--- src/rtl/adsr_pkg.sv ---
// Shared definitions for the ADSR envelope: state encodings and widths.
package adsr_pkg;

    localparam int STATE_W = 3;

    // Encodings are visible on state_out, so the values are fixed.
    typedef enum logic [STATE_W-1:0] {
        ST_IDLE    = 3'd0,
        ST_ATTACK  = 3'd1,
        ST_DECAY   = 3'd2,
        ST_SUSTAIN = 3'd3,
        ST_RELEASE = 3'd4
    } adsr_state_t;

endpackage

--- src/rtl/adsr_gain_mult.sv ---
// Output stage: scales a signed sample by an unsigned gain, optionally
// converts to offset binary, and registers the result with a delayed strobe.
module adsr_gain_mult
    import adsr_pkg::*;
#(
    parameter int SAMPLE_W   = 12,
    parameter int GAIN_W     = 12,
    parameter int OFFSET_OUT = 1
) (
    input  logic                clk,
    input  logic                rst,
    input  logic                i_en,
    input  logic [SAMPLE_W-1:0] i_wave,
    input  logic [GAIN_W-1:0]   i_gain,
    output logic [SAMPLE_W-1:0] o_wave,
    output logic                o_en
);

    localparam int PROD_W = SAMPLE_W + GAIN_W + 1;

    logic signed [PROD_W-1:0] w_a;
    logic signed [PROD_W-1:0] w_b;
    logic signed [PROD_W-1:0] w_prod;
    logic signed [PROD_W-1:0] w_shift;
    logic        [SAMPLE_W-1:0] w_offset;
    logic        [SAMPLE_W-1:0] w_wave;
    logic                     w_unused_hi;

    logic [SAMPLE_W-1:0] r_wave;
    logic                r_en;

    // Sample is sign-extended; gain is zero-extended so it multiplies as a
    // non-negative value in a signed product.
    assign w_a      = {{(GAIN_W + 1){i_wave[SAMPLE_W-1]}}, i_wave};
    assign w_b      = {{(SAMPLE_W + 1){1'b0}}, i_gain};
    assign w_prod   = w_a * w_b;
    assign w_shift  = w_prod >>> GAIN_W;
    assign w_offset = (OFFSET_OUT != 0) ? {1'b1, {(SAMPLE_W - 1){1'b0}}} : '0;
    assign w_wave   = w_shift[SAMPLE_W-1:0] + w_offset;

    // Upper bits of the shifted product are dropped by the truncation.
    assign w_unused_hi = ^w_shift[PROD_W-1:SAMPLE_W];

    // Capture the scaled sample on each strobe and hold it in between.
    always_ff @(posedge clk) begin
        if (rst) begin
            r_wave <= '0;
            r_en   <= 1'b0;
        end else begin
            r_en <= i_en;
            if (i_en) begin
                r_wave <= w_wave;
            end
        end
    end

    assign o_wave = r_wave;
    assign o_en   = r_en;

endmodule

--- src/rtl/adsr_env.sv ---
// Four-stage ADSR amplitude envelope with linear rate-based ramps.
// Handshake: en_in is a one-cycle sample strobe with no back-pressure; every
// state/gain update happens only on en_in cycles, and en_out marks the cycle
// in which wave_out carries the sample of the previous strobe.
module adsr_env
    import adsr_pkg::*;
#(
    parameter int SAMPLE_W    = 12,
    parameter int GAIN_W      = 12,
    parameter int RETRIG_ZERO = 0,
    parameter int OFFSET_OUT  = 1
) (
    input  logic                clk,
    input  logic                rst,
    input  logic                en_in,
    input  logic                gate,
    input  logic [GAIN_W-1:0]   attack_rate,
    input  logic [GAIN_W-1:0]   decay_rate,
    input  logic [GAIN_W-1:0]   sustain_level,
    input  logic [GAIN_W-1:0]   release_rate,
    input  logic [SAMPLE_W-1:0] wave_in,
    output logic [SAMPLE_W-1:0] wave_out,
    output logic                en_out,
    output logic [GAIN_W-1:0]   gain_out,
    output logic [STATE_W-1:0]  state_out,
    output logic                active
);

    localparam logic [GAIN_W-1:0] GMAX = {GAIN_W{1'b1}};

    adsr_state_t       r_state;
    adsr_state_t       w_state_nxt;
    logic [GAIN_W-1:0] r_gain;
    logic [GAIN_W-1:0] w_gain_nxt;

    logic [GAIN_W-1:0] w_att_base;
    logic [GAIN_W:0]   w_att_sum;
    logic              w_att_full;
    logic [GAIN_W-1:0] w_att_gain;
    logic              w_dec_hold;
    logic [GAIN_W-1:0] w_dec_gain;
    logic              w_rel_hold;
    logic [GAIN_W-1:0] w_rel_gain;

    // Attack ramp: retrigger from RELEASE may restart from zero; the extra
    // sum bit catches overflow so the ramp clamps at full scale.
    assign w_att_base = (r_state == ST_RELEASE && RETRIG_ZERO != 0) ? '0 : r_gain;
    assign w_att_sum  = {1'b0, w_att_base} + {1'b0, attack_rate};
    assign w_att_full = (attack_rate == '0) || (w_att_sum >= {1'b0, GMAX});
    assign w_att_gain = w_att_full ? GMAX : w_att_sum[GAIN_W-1:0];

    // Decay ramp: keep stepping only while a full step stays above sustain;
    // otherwise land on sustain (this also lifts a gain below sustain).
    assign w_dec_hold = (decay_rate != '0) && (r_gain > sustain_level) &&
                        ((r_gain - sustain_level) > decay_rate);
    assign w_dec_gain = w_dec_hold ? (r_gain - decay_rate) : sustain_level;

    // Release ramp: saturates at zero instead of wrapping.
    assign w_rel_hold = (release_rate != '0) && (r_gain > release_rate);
    assign w_rel_gain = w_rel_hold ? (r_gain - release_rate) : '0;

    // Next-state and next-gain selection, evaluated only on strobes.
    always_comb begin
        w_state_nxt = r_state;
        w_gain_nxt  = r_gain;
        if (en_in) begin
            case (r_state)
                ST_IDLE: begin
                    if (gate) begin
                        w_gain_nxt  = w_att_gain;
                        w_state_nxt = w_att_full ? ST_DECAY : ST_ATTACK;
                    end else begin
                        w_gain_nxt  = '0;
                    end
                end
                ST_ATTACK: begin
                    if (!gate) begin
                        w_gain_nxt  = w_rel_gain;
                        w_state_nxt = w_rel_hold ? ST_RELEASE : ST_IDLE;
                    end else begin
                        w_gain_nxt  = w_att_gain;
                        w_state_nxt = w_att_full ? ST_DECAY : ST_ATTACK;
                    end
                end
                ST_DECAY: begin
                    if (!gate) begin
                        w_gain_nxt  = w_rel_gain;
                        w_state_nxt = w_rel_hold ? ST_RELEASE : ST_IDLE;
                    end else begin
                        w_gain_nxt  = w_dec_gain;
                        w_state_nxt = w_dec_hold ? ST_DECAY : ST_SUSTAIN;
                    end
                end
                ST_SUSTAIN: begin
                    if (!gate) begin
                        w_gain_nxt  = w_rel_gain;
                        w_state_nxt = w_rel_hold ? ST_RELEASE : ST_IDLE;
                    end else begin
                        w_gain_nxt  = sustain_level;
                    end
                end
                ST_RELEASE: begin
                    if (gate) begin
                        w_gain_nxt  = w_att_gain;
                        w_state_nxt = w_att_full ? ST_DECAY : ST_ATTACK;
                    end else begin
                        w_gain_nxt  = w_rel_gain;
                        w_state_nxt = w_rel_hold ? ST_RELEASE : ST_IDLE;
                    end
                end
                default: begin
                    w_gain_nxt  = '0;
                    w_state_nxt = ST_IDLE;
                end
            endcase
        end
    end

    // State and gain registers; reset wins over a simultaneous strobe.
    always_ff @(posedge clk) begin
        if (rst) begin
            r_state <= ST_IDLE;
            r_gain  <= '0;
        end else begin
            r_state <= w_state_nxt;
            r_gain  <= w_gain_nxt;
        end
    end

    // The multiplier sees the gain before this strobe's update.
    adsr_gain_mult #(
        .SAMPLE_W   (SAMPLE_W),
        .GAIN_W     (GAIN_W),
        .OFFSET_OUT (OFFSET_OUT)
    ) u_mult (
        .clk    (clk),
        .rst    (rst),
        .i_en   (en_in),
        .i_wave (wave_in),
        .i_gain (r_gain),
        .o_wave (wave_out),
        .o_en   (en_out)
    );

    assign gain_out  = r_gain;
    assign state_out = r_state;
    assign active    = (r_state != ST_IDLE);

endmodule

--- config.mk ---
export PLATFORM = sky130hd
export DESIGN_NAME = adsr_env
export DESIGN_NICKNAME = d
export VERILOG_FILES = /design/src/rtl/adsr_pkg.sv /design/src/rtl/adsr_gain_mult.sv /design/src/rtl/adsr_env.sv
export SDC_FILE = /design/constraint.sdc
export NUM_CORES = 1
export LEC_CHECK = 0
export BUFFER_PORTS_ARGS = -buffer_cell sky130_fd_sc_hd__buf_2
export CORE_MARGIN = 8
export CORE_UTILIZATION = 55
export CTS_BUF_LIST = sky130_fd_sc_hd__clkbuf_2 sky130_fd_sc_hd__clkbuf_4 sky130_fd_sc_hd__clkbuf_8
export CTS_CLUSTER_SIZE = 16
export DETAILED_ROUTE_END_ITERATION = 10
export PLACE_DENSITY_LB_ADDON = 0.25
export SETUP_SLACK_MARGIN = 0.15
export SLEW_MARGIN = 20
export SYNTH_ARGS = -nofsm -noshare
export SYNTH_HDL_FRONTEND = slang
export SYNTH_SLANG_ARGS = --single-unit
--- constraint.sdc ---
create_clock -name clk -period 5.2 [get_ports clk]
set_clock_uncertainty 0.05 [all_clocks]
set_input_delay 0.52 -clock clk [delete_from_list [all_inputs] [get_ports clk]]
set_output_delay 0.52 -clock clk [all_outputs]
set_load 0.02 [all_outputs]
# Word-level counts from Yosys, hierarchy flattened
# Cells that the tools add are included.
[classes]
n_mux = 16
n_eq_ne = 6
n_bitwise = 0
order_cmp = 4
multipliers = 1
reduce_logical = 11
div_mod_pow = 0
n_addsub = 5
n_shift = 0
[op_table]
columns = ["op", "n"]
rows = [
  ["$mux 12", 7],
  ["$pmux 12 s4", 1],
  ["$gt 12x12->1", 3],
  ["$sub 12x12->12", 3],
  ["$mul 12x13->24", 1],
  ["$reduce_bool 12->1", 2],
  ["$mux 3", 5],
  ["$add 12x12->13", 1],
  ["$ge 13x12->1 const B", 1],
  ["$add 12x12->12 const B", 1],
  ["$logic_not 12->1", 1],
  ["$pmux 3 s4", 1],
  ["$eq 3x2->1 const B", 2],
  ["$ne 2x2->1 const B", 2],
  ["$eq 3x1->1 const B", 1],
  ["$eq 3x3->1 const B", 1],
  ["$logic_and 1x1->1", 3],
  ["$logic_not 3->1", 1],
  ["$reduce_and 3->1", 1],
  ["$reduce_bool 3->1", 1],
  ["$mux 2", 1],
  ["$reduce_or 2->1", 1],
  ["$logic_or 1x1->1", 1],
  ["$mux 1", 1],
]
[totals]
inputBits = 64
mem_count = 0
output_inout_bits = 29
latchBits = 0
elab_cells = 47
regBits = 28
mem_bits_rw = 0
mem_bits_ro = 0

# Logic depth before layout (Yosys ltp)
[logic_depth]
word_depth = 6
mapped_depth = 21
mapped_depth_nobuf = 20

# By module
# Synthesis repeated with hierarchy kept, for this count alone.
[hier_totals]
hier_cells = 1165
hier_area_um2 = 9101.2
[by_module_without_submodules]
columns = ["module", "area_each_um2", "seq_area_each_um2", "instances", "cells_per_inst"]
rows = [
  ["adsr_gain_mult", 5325.1, 260.2, 1, 636],
  ["adsr_env", 3776.1, 300.3, 1, 529],
]

# Least setup slack after synthesis
# No wires, ideal clock.
[synth_path]
path_type = "reg2reg"
start = "register r_gain[1], in the netlist gain_out[1]"
end = "register u_mult.r_wave[11], in the netlist u_mult.o_wave[11]"
path_slack_ns = -0.473
path_buffers = 1
synth_period_minus_slack_ns = 5.673
setup_ns = 0.091
arrival_ns = 5.532
required_ns = 5.059
path_stages_with_launch = 20
cell_sequence = "dfxtp_1 clkbuf_1 nand2_1 fa_1 inv_1 ha_1 fa_1 inv_1 fa_1 fa_1 inv_1 ha_1 a2111oi_4 o31a_1 o211a_4 o31a_4 o21ai_2 o311a_1 or3_1 a311oi_1"
[synth_via]
elab_chain_cells = 2
[synth_rtl]
columns = ["element", "line", "source"]
rows = [
  ["from (decl)", "adsr_env.sv:33", "logic [GAIN_W-1:0] r_gain;"],
  ["from (signal assigned)", "adsr_env.sv:126", "r_gain <= w_gain_nxt;"],
  ["$mul 12x13->24", "adsr_gain_mult.sv:36", "assign w_prod = w_a * w_b;"],
  ["$add 12x12->12", "adsr_gain_mult.sv:39", "assign w_wave = w_shift[SAMPLE_W-1:0] + w_offset;"],
  ["to (signal assigned)", "adsr_gain_mult.sv:52", "r_wave <= w_wave;"],
  ["to (decl)", "adsr_gain_mult.sv:29", "logic [SAMPLE_W-1:0] r_wave;"],
]
# No other way between the ends.
# A chain may end at the register's enable or synchronous reset.

# Final worst setup path
[layout_path]
start = "register r_gain[3], in the netlist gain_out[3]"
end = "register u_mult.r_wave[11], in the netlist u_mult.o_wave[11]"
# Same word-level chain as after synthesis.

==> flow_summary.json <==
{
  "gp_congestion": 0.9509,
  "routed_wl_um": 24770,
  "route.detailed.drc": 0,
  "wl_per_cell_um": 17.15,
  "cts.path.max_buffers": 2,
  "yosys.area.top_type": "fa_1",
  "power.share.clock": 0.074,
  "swShare": 0.4844,
  "cts_hold_buffers": 0,
  "critPathSlowestCell": "fa_2",
  "p_seq_frac": 0.162,
  "finalSetupTns_ns": -0.02006,
  "crit_path_cell_trace": "buf_4 -> and2_1 -> fa_1 -> inv_1 -> fa_1 -> inv_1 -> fa_2 -> fa_1 -> fa_1 -> ha_1 -> and3_4 -> o211ai_1 -> o211a_4 -> o31a_4 -> o21ai_2 -> o311a_1 -> or3_1 -> a311oi_1",
  "fin_hold_ws_ns": 0.4455,
  "busiest_layer": "met2",
  "cts_htree_levels": 1,
  "grt_util_met2": 0.4038,
  "overflow": 0,
  "cts_tree": "built",
  "timing.rr.end": "u_mult.o_wave[11]",
  "r2r_cells": 18,
  "fin_ws_ns": -0.02006,
  "fillers": 1405,
  "placed_cell_area_um2": 9843,
  "synthesis.nets": 1395,
  "netlist.area_leader.share": 0.2345,
  "clock_latency_ns": 0.28,
  "io_buffers": 92,
  "rows": 46,
  "drive_gt1_frac": 0.1946,
  "path_class": "flop to flop",
  "cp.required_ns": 5.36,
  "syn_area_um2": 8793,
  "synth.distinct_cells": 79,
  "switching_power_uw": 822.6,
  "min_path_type": "flop to flop",
  "cts_root_buf": "clkbuf_8",
  "viasPerCell": 5.704,
  "io_pins": 93,
  "final_area_um2": 10130,
  "grt_usage": 0.2481,
  "ff_latch_area_um2": 595.6,
  "synth.avg_cell_area_um2": 7.994,
  "rsz0062_at_grt": "true",
  "report.final.hold_viol_count": 0,
  "outcome": "finished with violations",
  "maxCapViolCount": 0,
  "synthArstFlopShare": 0,
  "initial_core_util": 0.5576,
  "worstSetupStartpoint": "gain_out[3]",
  "crit_end": "u_mult.o_wave[11]",
  "vias": 8237,
  "fin_util": 0.6427,
  "powerDensity_nw_per_um2": 167.5,
  "ant_nets": 0,
  "grt_start_max_net_pins": 28,
  "antenna_found_initial": 0,
  "syn_inst": 1100,
  "multi_input_area_um2": 7458,
  "antenna_cells": 0,
  "cp_max_fo": 5,
  "clk_pin_slew_ns": 0.10,
  "tightest_slew_ns": 0.9943,
  "ys_ff_latch": 28,
  "p_int_uw": 875.5,
  "r2r_setup_slack_ns": -0.02,
  "clock_sinks": 28,
  "crit_top_cell": "fa_1",
  "die_area_um2": 20290,
  "core_um2": 15770,
  "numCtsBuffers": 3,
  "grt.met1_usage": 0.3374,
  "fmax_ghz": 0.1916,
  "first_pass_iters": 6,
  "violations": "setup timing",
  "areaGrowthSynthToFinish_pct": 15.25,
  "cp.arrival_ns": 5.38,
  "finalSetupViolations": 1,
  "power_uw": 1698,
  "drv_slew": 0,
  "cp-end-kind": "flop",
  "post-route-period-util": 1.004,
  "die_w_um": 142.4,
  "yosysWarnings": 0,
  "grt_pass1_wl_um": 40450,
  "p_leak_uw": 0.005283,
  "max_slew_margin": 0.3357,
  "slowest_delay_ns": 0.53,
  "period_needed_ns": 5.220,
  "die_y_um": 142.4,
  "yosysMostFrequentCell": "inv_1",
  "nets": 1524,
  "power_frac_comb": 0.764,
  "synth-seq-area-share": 0.06375,
  "grt_pass1_vias": 8235,
  "cp-start-kind": "flop",
  "synth_edf_count": 0,
  "use_met3": 0.03556,
  "detail_route.iter0.violations": 672,
  "synth_flop_cell": "dfxtp_1",
  "reg2reg_from": "gain_out[3]",
  "synthTopCellsByArea": "fa_1 23%, ha_1 18%, inv_1 8.4%",
  "synthTopCellsByCount": "196 x inv_1, 129 x nand2_1, 128 x ha_1",
  "hpwl_um": 20470,
  "ir_drop_mv": 0.1661
}
power groups by stage:
| stage | Combinational, µW | Sequential [µW] | Clock, µW |
|---|---|---|---|
| floorplan | 803 | 315 | 0 |
| global placement | 1180 | 281 | 0 |
| detailed placement | 1200 | 282 | 0 |
| CTS | 1250 | 274 | 127 |
| global route | 1460 | 280 | 137 |
| finish | 1300 | 275 | 126 |
worst min-delay path by stage:
stage	cells past startpoint	from	endpoint
after CTS	2	u_mult.o_wave[11]	u_mult.o_wave[11]
after floorplan	2	u_mult.o_wave[11]	u_mult.o_wave[11]
after global placement	2	u_mult.o_wave[6]	u_mult.o_wave[6]
after detailed placement	2	u_mult.o_wave[11]	u_mult.o_wave[11]
final	2	u_mult.o_wave[11]	u_mult.o_wave[11]
after global routing	2	u_mult.o_wave[11]	u_mult.o_wave[11]
worst max-delay path, delay by kind of cell, from the launching register on:
kind,cells,cell delay [ns]
AOI/OAI and AO/OA,6,1.06
adders and majority gates,6,2.70
buffers and inverters,3,0.27
DFF,1,0.39
and+or+nand+nor,3,0.66
metrics by stage:
stage,setup WS (ns),cells
6_report,-0.02006,1444
5_1_grt,-0.1945,1444
4_1_cts,-0.03209,1439
3_5_place_dp,-0.3432,1427
3_3_place_gp,-0.2831,1427
2_1_floorplan,-0.1069,1100
cell usage in the layout, fill, tap and decap left out, types with 5 or more instances in the layout:
cell	instances
a211oi_1	8
a21o_1	18
a21oi_1	45
and2_1	38
and2_4	5
and3_1	8
buf_2	88
buf_4	69
buf_6	6
dfxtp_1	16
dfxtp_4	8
fa_1	98
fa_2	5
ha_1	121
ha_4	5
inv_1	189
inv_2	8
mux2i_1	6
nand2_1	128
nand2b_1	14
nand3_1	14
nand4_1	7
nor2_1	60
nor2b_1	6
nor3_1	21
nor4_1	16
o211ai_1	6
o21a_1	10
o21ai_0	40
o21ai_1	5
o31a_1	6
or3_1	5
xnor2_1	28
xor2_1	18
area by class of cell:
cell class / instances / share of cell area
inverters: 197 / 0.07296
multi-input cells: 836 / 0.7359
clock buffers: 3 / 0.004074
repair buffers: 163 / 0.1012
clock inverters: 1 / 0.0003704
well taps: 216 / 0.02667
flip-flops and latches: 28 / 0.05877
flip-flops by register name, summed over array words and instances, names as in the netlist:
register and flops:
state_out 3, u_mult.o_en 1, u_mult.o_wave 12, gain_out 12
timing repair:
action	in CTS	in global routing
resized for setup	26	24
setup endpoints to repair	8	10
pin swaps	6	15
setup buffers	8	5
metal layers:
layer  vias to the layer above  wire length, µm
met5                         -                0
met4                         0              530
met3                        42             1896
met2                       307            11380
met1                      3971            10960
li1                       3917                -
cells by family (layout without fill, tap and decap cells):
family	after synthesis	count (layout)	share of synthesized area
xor gates and xnor gates	47	47	0.04681
and+or+nand+nor	343	343	0.1907
adders and majority gates	231	231	0.4166
buffers and inverters	236	364	0.1049
muxes	6	6	0.006830
DFF	28	28	0.06375
AOI/OAI and AO/OA	209	209	0.1705
Power figures use the tool's default switching activity.
